## config.mk

```make
export PLATFORM = sky130hd
export DESIGN_NAME = bus_select_arbiter
export DESIGN_NICKNAME = d
export VERILOG_FILES = /design/src/rtl/bus_sel_pkg.sv /design/src/rtl/rr_pick.sv /design/src/rtl/bus_select_arbiter.sv
export SDC_FILE = /design/constraint.sdc
export NUM_CORES = 1
export LEC_CHECK = 0
export ABC_AREA = 0
export CAP_MARGIN = 5
export CORE_UTILIZATION = 66
export CTS_BUF_LIST = sky130_fd_sc_hd__clkbuf_16
export CTS_CLUSTER_DIAMETER = 100
export CTS_CLUSTER_SIZE = 24
export DETAILED_ROUTE_END_ITERATION = 6
export PLACE_DENSITY = 0.95
export SETUP_SLACK_MARGIN = 0.05
export SYNTH_ARGS = -nofsm -noshare
export SYNTH_HDL_FRONTEND = slang
export SYNTH_SLANG_ARGS = --single-unit
```

## constraint.sdc

```tcl
create_clock -name clk -period 14.3 [get_ports clk]
set_clock_uncertainty 0.15 [all_clocks]
set_input_delay 2.86 -clock clk [delete_from_list [all_inputs] [get_ports clk]]
set_output_delay 2.86 -clock clk [all_outputs]
set_load 0.01 [all_outputs]
```

## src/rtl/bus_sel_pkg.sv

```systemverilog
// Shared constants for the bus-source arbiter: mux input numbers and arbitration modes.
package bus_sel_pkg;

   localparam int SRC_R0     = 0;
   localparam int SRC_R1     = 1;
   localparam int SRC_R2     = 2;
   localparam int SRC_R3     = 3;
   localparam int SRC_R4     = 4;
   localparam int SRC_R5     = 5;
   localparam int SRC_R6     = 6;
   localparam int SRC_R7     = 7;
   localparam int SRC_R8     = 8;
   localparam int SRC_R9     = 9;
   localparam int SRC_R10    = 10;
   localparam int SRC_R11    = 11;
   localparam int SRC_R12    = 12;
   localparam int SRC_R13    = 13;
   localparam int SRC_R14    = 14;
   localparam int SRC_R15    = 15;
   localparam int SRC_HI     = 16;
   localparam int SRC_LO     = 17;
   localparam int SRC_ZHIGH  = 18;
   localparam int SRC_ZLOW   = 19;
   localparam int SRC_PC     = 20;
   localparam int SRC_MDR    = 21;
   localparam int SRC_INPORT = 22;
   localparam int SRC_C      = 23;
   localparam int SRC_NUM    = 24;

   localparam logic MODE_FIXED = 1'b0;
   localparam logic MODE_RR    = 1'b1;

endpackage

```

## src/rtl/rr_pick.sv

```systemverilog
// Combinational circular search: first set req bit at or after start, wrapping at N.
module rr_pick #(
   parameter int N = 24,
   parameter int W = $clog2(N)
) (
   input  logic [N-1:0] req,
   input  logic [W-1:0] start,
   output logic         found,
   output logic [W-1:0] index,
   output logic [N-1:0] grant
);

   logic [W-1:0] pos [N];
   logic [N-1:0] hit;

   // pos[gi] is the source examined at search offset gi; start is always < N
   genvar gi;
   generate
      for (gi = 0; gi < N; gi++) begin : g_offset
         logic [W:0] sum;
         assign sum     = {1'b0, start} + (W+1)'(gi);
         assign pos[gi] = (sum >= (W+1)'(N)) ? W'(sum - (W+1)'(N)) : W'(sum);
         assign hit[gi] = req[pos[gi]];
      end
   endgenerate

   always_comb begin
      found = 1'b0;
      index = '0;
      for (int k = N - 1; k >= 0; k--) begin
         if (hit[k]) begin
            found = 1'b1;
            index = pos[k];
         end
      end
      grant = found ? (N'(1) << index) : '0;
   end

endmodule

```

## src/rtl/bus_select_arbiter.sv

```systemverilog
// Registered bus-source arbiter: fixed/round-robin grant, owner lock, multi-driver detection.
module bus_select_arbiter
   import bus_sel_pkg::*;
#(
   parameter int N_SRC = SRC_NUM,
   parameter int SEL_W = $clog2(N_SRC),
   parameter int CNT_W = 8
) (
   input  logic             clk,
   input  logic             clr,
   input  logic [N_SRC-1:0] req,
   input  logic             mode,
   input  logic             lock,
   input  logic             cnt_clr,
   output logic [SEL_W-1:0] select,
   output logic             sel_valid,
   output logic [N_SRC-1:0] grant,
   output logic             conflict,
   output logic [CNT_W-1:0] conflict_cnt
);

   localparam logic [SEL_W-1:0] LAST_IDX = SEL_W'(N_SRC - 1);
   localparam logic [CNT_W-1:0] CNT_MAX  = '1;

   logic [SEL_W-1:0] select_reg;
   logic             sel_valid_reg;
   logic [N_SRC-1:0] grant_reg;
   logic             conflict_reg;
   logic [CNT_W-1:0] cnt_reg;
   logic [SEL_W-1:0] last_reg;

   logic [SEL_W-1:0] start_next;
   logic             found_next;
   logic [SEL_W-1:0] index_next;
   logic [N_SRC-1:0] grant_next;
   logic             hold_next;
   logic             conflict_next;

   assign start_next = (mode == MODE_RR) ?
                       ((last_reg == LAST_IDX) ? '0 : last_reg + SEL_W'(1)) : '0;

   rr_pick #(
      .N (N_SRC),
      .W (SEL_W)
   ) u_pick (
      .req   (req),
      .start (start_next),
      .found (found_next),
      .index (index_next),
      .grant (grant_next)
   );

   // Clearing the lowest set bit leaves something only if two or more bits were set
   assign conflict_next = |(req & (req - N_SRC'(1)));
   assign hold_next     = lock && sel_valid_reg && req[select_reg];

   always_ff @(posedge clk) begin
      if (clr) begin
         select_reg    <= '0;
         sel_valid_reg <= 1'b0;
         grant_reg     <= '0;
         conflict_reg  <= 1'b0;
         cnt_reg       <= '0;
         last_reg      <= LAST_IDX;
      end else begin
         conflict_reg <= conflict_next;
         if (cnt_clr)
            cnt_reg <= '0;
         else if (conflict_next && cnt_reg != CNT_MAX)
            cnt_reg <= cnt_reg + CNT_W'(1);

         if (!hold_next) begin
            if (found_next) begin
               select_reg    <= index_next;
               sel_valid_reg <= 1'b1;
               grant_reg     <= grant_next;
               last_reg      <= index_next;
            end else begin
               select_reg    <= '0;
               sel_valid_reg <= 1'b0;
               grant_reg     <= '0;
            end
         end
      end
   end

   assign select       = select_reg;
   assign sel_valid    = sel_valid_reg;
   assign grant        = grant_reg;
   assign conflict     = conflict_reg;
   assign conflict_cnt = cnt_reg;

endmodule

```

==> results.yml, run 1 <==
global_route:
  grt_pass1_vias: 10047
  grtUsageTotal_pct: 49.5
  grt_max_degree: 45
  antenna_found_initial: 2
  grt_pass1_wl_um: 54800
  grt_remaining_overflow: 0
clocking:
  clkTransAtPathRegs_ns: 0.06
  cts_resized: 0
  htreeDepth: 2
  cts_max_path_buffers: 2
  hold_buffers: 0
  post-cts-setup-buffers: 0
  clk_latency_ns: 0.28
  cts_tree: "yes"
  cts_num_sinks: 44
  cts-root-buf: "clkbuf_16"
  numCtsBuffers: 5
floorplan:
  pin_count: 68
  start_util_pct: 68.9
  row_count: 41
  core-area_mm2: 0.0128
  die_w_um: 118
  dieArea_mm2: 0.0139
  die_height_um: 118
critical_path:
  cp_data_arrival_time_ns: 10.60
  startpoint_type: "primary input"
  reg2reg_depth: 16
  required_ns: 14.36
  crit_slowest_cell: "mux2i_1"
  critical_path_class: "primary input to register"
  worstSetupEndpointType: "register"
  crit_top_cell: "nand3_1"
  slowest_delay_ns: 0.69
  cp_cell_sequence: "clkdlybuf4s50_1 > buf_4 > and2b_1 > nand2_4 > inv_2 > ha_1 > inv_1 > xnor2_4 > mux2i_1 > a21oi_1 > nor3_1 > nand3_1 > a311oi_1 > nand3_1 > o211a_1 > nor4_4 > or3b_1 > o21ai_1"
  crit_fanout: 43
timing:
  fin_crit_ns: 10.54
  fin_ws_ns: 3.76
  hold_viol_final: 0
  setup_violations: 0
  rsz0062_at_grt: "no"
  whs_ns: 0.292
  slew_viol_final: 0
  post-route-period-util_pct: 73.7
  worstMarginPinSlew_ns: 1.34
  slew-limit-headroom_pct: 10.4
  fmax_mhz: 94.9
  setup_tns_ns: 0
synthesis:
  async_reset_ff_share_pct: 0
  post-synth-top-area-cell: "dfxtp_1"
  ys_types: 113
  syn_avg_cell_area_um2: 7.43
  ys.flop_type: "dfxtp_1"
  synth_common_cells: "103 x nand2_1, 90 x nor2_1, 81 x a21oi_1, 59 x o21ai_0, 55 x nor3_1"
  synth_edf_count: 0
  yosysWarnings: 0
  synth.most_common_cell: "nand2_1"
  yosys-top-cells-area: "dfxtp_1 10%, mux4_2 7.4%, mux2i_1 4.8%"
  ys_ff_latch: 44
  yosysSeqAreaShare_pct: 9.96
  synth_nets: 1241
  synth_top_area_share_pct: 9.96
  syn_area_mm2: 0.00884
  syn_inst: 1190
finish:
  n_fill_cell: 1000
  layout.nets: 1235
  area_delta_synth_final_pct: 7.24
  largest_reg_flops: 24
  fin_area_mm2: 0.00948
  diodes: 0
  drive_above_1_share_pct: 9.37
hold_path:
  hold_path_depth: 2
  hold_path.class: "register to register"
detailed_routing:
  first_pass_iters: 7
  drt.antenna.violating_nets: 0
  vias: 11176
  routed_wl_um: 35900
  viasPerCell: 8.24
  post_drt_wl_per_cell_um: 26.5
  drt_iter0_markers: 2258
  drc: 14
placed_design:
  place_ws_ns: 4.02
  dp_hpwl_um: 25900
  place_area_mm2: 0.00932
  finalWeightedCongestion: 1.13
  io_buffer_count: 67
run:
  cap_violations: 0
status:
  run_status: "complete, but fails checks"
  violations: "design-rule violations"
[layer usage]
| metal | share of wire, % | routed length (µm) | global-route usage (%) | vias up |
|---|---|---|---|---|
| met1 | 34 | 12300 | 61.3 | 5009 |
| met4 | 7.4 | 2670 | 29.7 | 4 |
| met5 | 0.067 | 24 | 0 | - |
| met2 | 41 | 14800 | 74.8 | 1173 |
| li1 | - | - | - | 4704 |
| met3 | 17 | 6100 | 15.6 | 286 |
[metrics by stage]
step | std cells | utilization, %
CTS | 1357 | 73.9
detailed placement | 1349 | 72.6
floorplan | 1190 | -
global route | 1357 | 73.9
global placement | 1349 | 72.6
finish | 1357 | 73.9
[worst paths after layout]
path                            slack [ns]        end        start
worst max-delay path                  3.76   grant[3]         mode
worst min-delay path                  0.29  grant[13]    grant[13]
worst max register to register        6.33   grant[3]  last_reg[0]
worst min register to register        0.29  grant[13]    grant[13]
[logic make-up (layout without fill, tap and decap cells)]
kind of cell | Yosys count | in the layout | synth area share (%)
multiplexers | 88 | 88 | 14.4
flip-flops | 44 | 44 | 9.96
AO/OA/AOI/OAI | 417 | 417 | 34.1
XOR/XNOR | 25 | 25 | 2.77
adder cells (fa/ha/maj) | 29 | 29 | 3.91
AND/OR/NAND/NOR | 465 | 465 | 27.9
buffers and inverters | 122 | 117 | 7.02
[worst max-delay path, delay by kind of cell]
kind,cells,cell delay (ns)
XOR/XNOR,1,0.56
AND/OR/NAND/NOR,7,3.07
buffers and inverters,4,1.69
AO/OA/AOI/OAI,4,1.09
adder cells (fa/ha/maj),1,0.60
multiplexers,1,0.69
[cell usage in the layout, fill, tap and decap left out, types with 13 or more instances in the layout]
cell type / netlist / final
ha_1: 22 / 22
a2111oi_0: 13 / 13
mux2i_1: 42 / 42
clkdlybuf4s50_1: 0 / 67
a31oi_1: 22 / 22
xnor2_1: 21 / 21
a21oi_1: 81 / 81
o21ai_0: 59 / 59
nor3_1: 55 / 55
nor4_1: 17 / 17
nand2b_1: 17 / 17
and3_1: 23 / 23
nand2_1: 103 / 103
o21ai_1: 22 / 22
mux2_2: 15 / 15
nand3_1: 54 / 54
o211ai_1: 26 / 26
inv_1: 24 / 24
mux4_2: 29 / 29
or3_1: 16 / 16
nor2_1: 90 / 90
dfxtp_1: 44 / 44
[area by class of cell]
| class | count | area [µm²] | share of cell area (%) |
|---|---|---|---|
| clock inverter | 3 | 42.5 | 0.449 |
| clock buffer | 5 | 125 | 1.32 |
| multi-input combinational | 1024 | 7340 | 77.4 |
| timing repair buffer | 79 | 761 | 8.02 |
| tap | 172 | 215 | 2.27 |
| inverter | 30 | 118 | 1.24 |
| sequential | 44 | 881 | 9.29 |
Power of run 1 is left out: the tool's default activity adds up to more than one toggle a clock period on the data nets, which glitch-free logic cannot reach.
==> run 2, diff against run 1 <==
Settings changed: CORE_UTILIZATION 66 to 62, PLACE_DENSITY 0.95 to 0.91.
Clock period 14.3 ns to 10.1 ns, I/O delays scaled along.
==> results.yml, run 2 (synthesis results as in run 1) <==
finish:
  n_fill_cell: 1157
  drive_above_1_share_pct: 9.67
  area_delta_synth_final_pct: 7.43
  multi_input_area_mm2: 0.00734
  final_common_cell: "nand2_1"
  diodes: 0
  seqCellArea_um2: 881
  layout.nets: 1239
  largest_reg_flops: 24
  most-common-layout-cells: "103 x nand2_1, 90 x nor2_1, 81 x a21oi_1, 67 x clkdlybuf4s50_1, 59 x o21ai_0"
critical_path:
  cp_data_arrival_time_ns: 9.24
  critical_path_class: "primary input to register"
  startpoint_type: "primary input"
  crit_fanout: 30
  worstSetupEndpointType: "register"
  cp_cell_sequence: "clkdlybuf4s50_1 > and2b_1 > nand2_4 > inv_2 > ha_1 > inv_1 > xnor2_4 > mux2i_1 > a21oi_1 > nor3_1 > nand3_1 > a311oi_1 > nand3_1 > o211a_1 > nor4_4 > or3b_1 > o21ai_1"
  slowest_delay_ns: 0.82
  required_ns: 10.16
  crit_slowest_cell: "mux2i_1"
  crit_top_cell: "nand3_1"
floorplan:
  die_w_um: 121
  dieArea_mm2: 0.0147
  row_count: 43
  start_util_pct: 63.7
  pin_count: 68
  core-area_mm2: 0.0139
  die_height_um: 121
timing:
  setup_tns_ns: 0
  setup_violations: 0
  rsz0062_at_grt: "no"
  slew_viol_final: 0
  worstMarginPinSlew_ns: 1.28
  slew-limit-headroom_pct: 14.4
  fin_crit_ns: 9.18
  post-route-period-util_pct: 90.8
  fin_ws_ns: 0.925
  hold_viol_final: 0
  fmax_mhz: 109
global_route:
  grt_max_degree: 43
  antenna_found_initial: 1
  met1_usage_pct: 67.6
  gr-usage-met2_pct: 76.5
  grt_pass1_vias: 9811
  met3_usage_pct: 14.5
  grt_remaining_overflow: 0
  grt_pass1_wl_um: 57900
  busiest_layer: "met2"
  grtUsageTotal_pct: 51.7
detailed_routing:
  drt_iter0_markers: 2318
  first_pass_iters: 7
  drc: 9
  vias: 11084
  routed_wl_um: 38500
  drt.antenna.violating_nets: 0
  post_drt_wl_per_cell_um: 28.1
  viasPerCell: 8.10
clocking:
  cts_num_sinks: 44
  post-cts-setup-buffers: 0
  hold_buffers: 0
  cts_tree: "yes"
  cts_resized: 0
  htreeDepth: 2
  clkTransAtPathRegs_ns: 0.06
  cts-root-buf: "clkbuf_16"
  clk_latency_ns: 0.28
  cts_max_path_buffers: 2
  numCtsBuffers: 5
status:
  run_status: "complete, but fails checks"
  violations: "design-rule violations"
placed_design:
  place_ws_ns: 1.11
  io_buffer_count: 67
  finalWeightedCongestion: 1.12
  dp_hpwl_um: 28000
hold_path:
  hold_path.class: "register to register"
run:
  cap_violations: 0
run 2: cell types whose count changed in the layout (fill, tap and decap cells not counted), sizes merged:
cell / change
bufinv: -1
clkinvlp: +2
buf: +4
clkinv: -1
run 2: area by class of cell:
cell class	instances	share of cell area, %
clock buffers	5	1.32
clock inverters	3	0.198
inverters	30	1.24
multi-input cells	1024	77.3
flip-flops and latches	44	9.27
well taps	180	2.37
repair buffers	83	8.32
run 2: critical path, delay by kind of cell:
kind / cells / cell delay (ns)
adder cells (fa/ha/maj): 1 / 0.58
XOR/XNOR: 1 / 0.55
AO/OA/AOI/OAI: 4 / 1.02
AND/OR/NAND/NOR: 7 / 2.90
buffers and inverters: 3 / 1.30
multiplexers: 1 / 0.82
run 2: final timing paths:
check                                 start        to  slack, ns  depth (start not counted)
worst max register to register  last_reg[0]  grant[1]       2.48                         22
worst min register to register     grant[9]  grant[9]       0.30                          2
worst min-delay path               grant[9]  grant[9]       0.30                          2
worst max-delay path                   mode  grant[1]       0.92                         17
run 2: stage by stage:
stage / hold slack (ns) / cell area (µm²) / util (%) / cells
final: 0.303 / 9500 / 68.4 / 1369
after global routing: 0.325 / 9500 / 68.4 / 1369
after CTS: 0.305 / 9500 / 68.4 / 1369
after detailed placement: 0.290 / 9360 / 67.4 / 1361
after global placement: 0.288 / 9360 / 67.4 / 1361
after floorplan: 0.307 / 8840 / - / 1190
run 2: routing by layer:
metal / share of wire [%] / up-vias / routed length, µm
li1: - / 4715 / -
met1: 36 / 5067 / 13900
met2: 42 / 1056 / 16100
met3: 15 / 246 / 5930
met4: 6.6 / 0 / 2560
met5: 0 / - / 0
Power of run 2 is left out for the same reason.
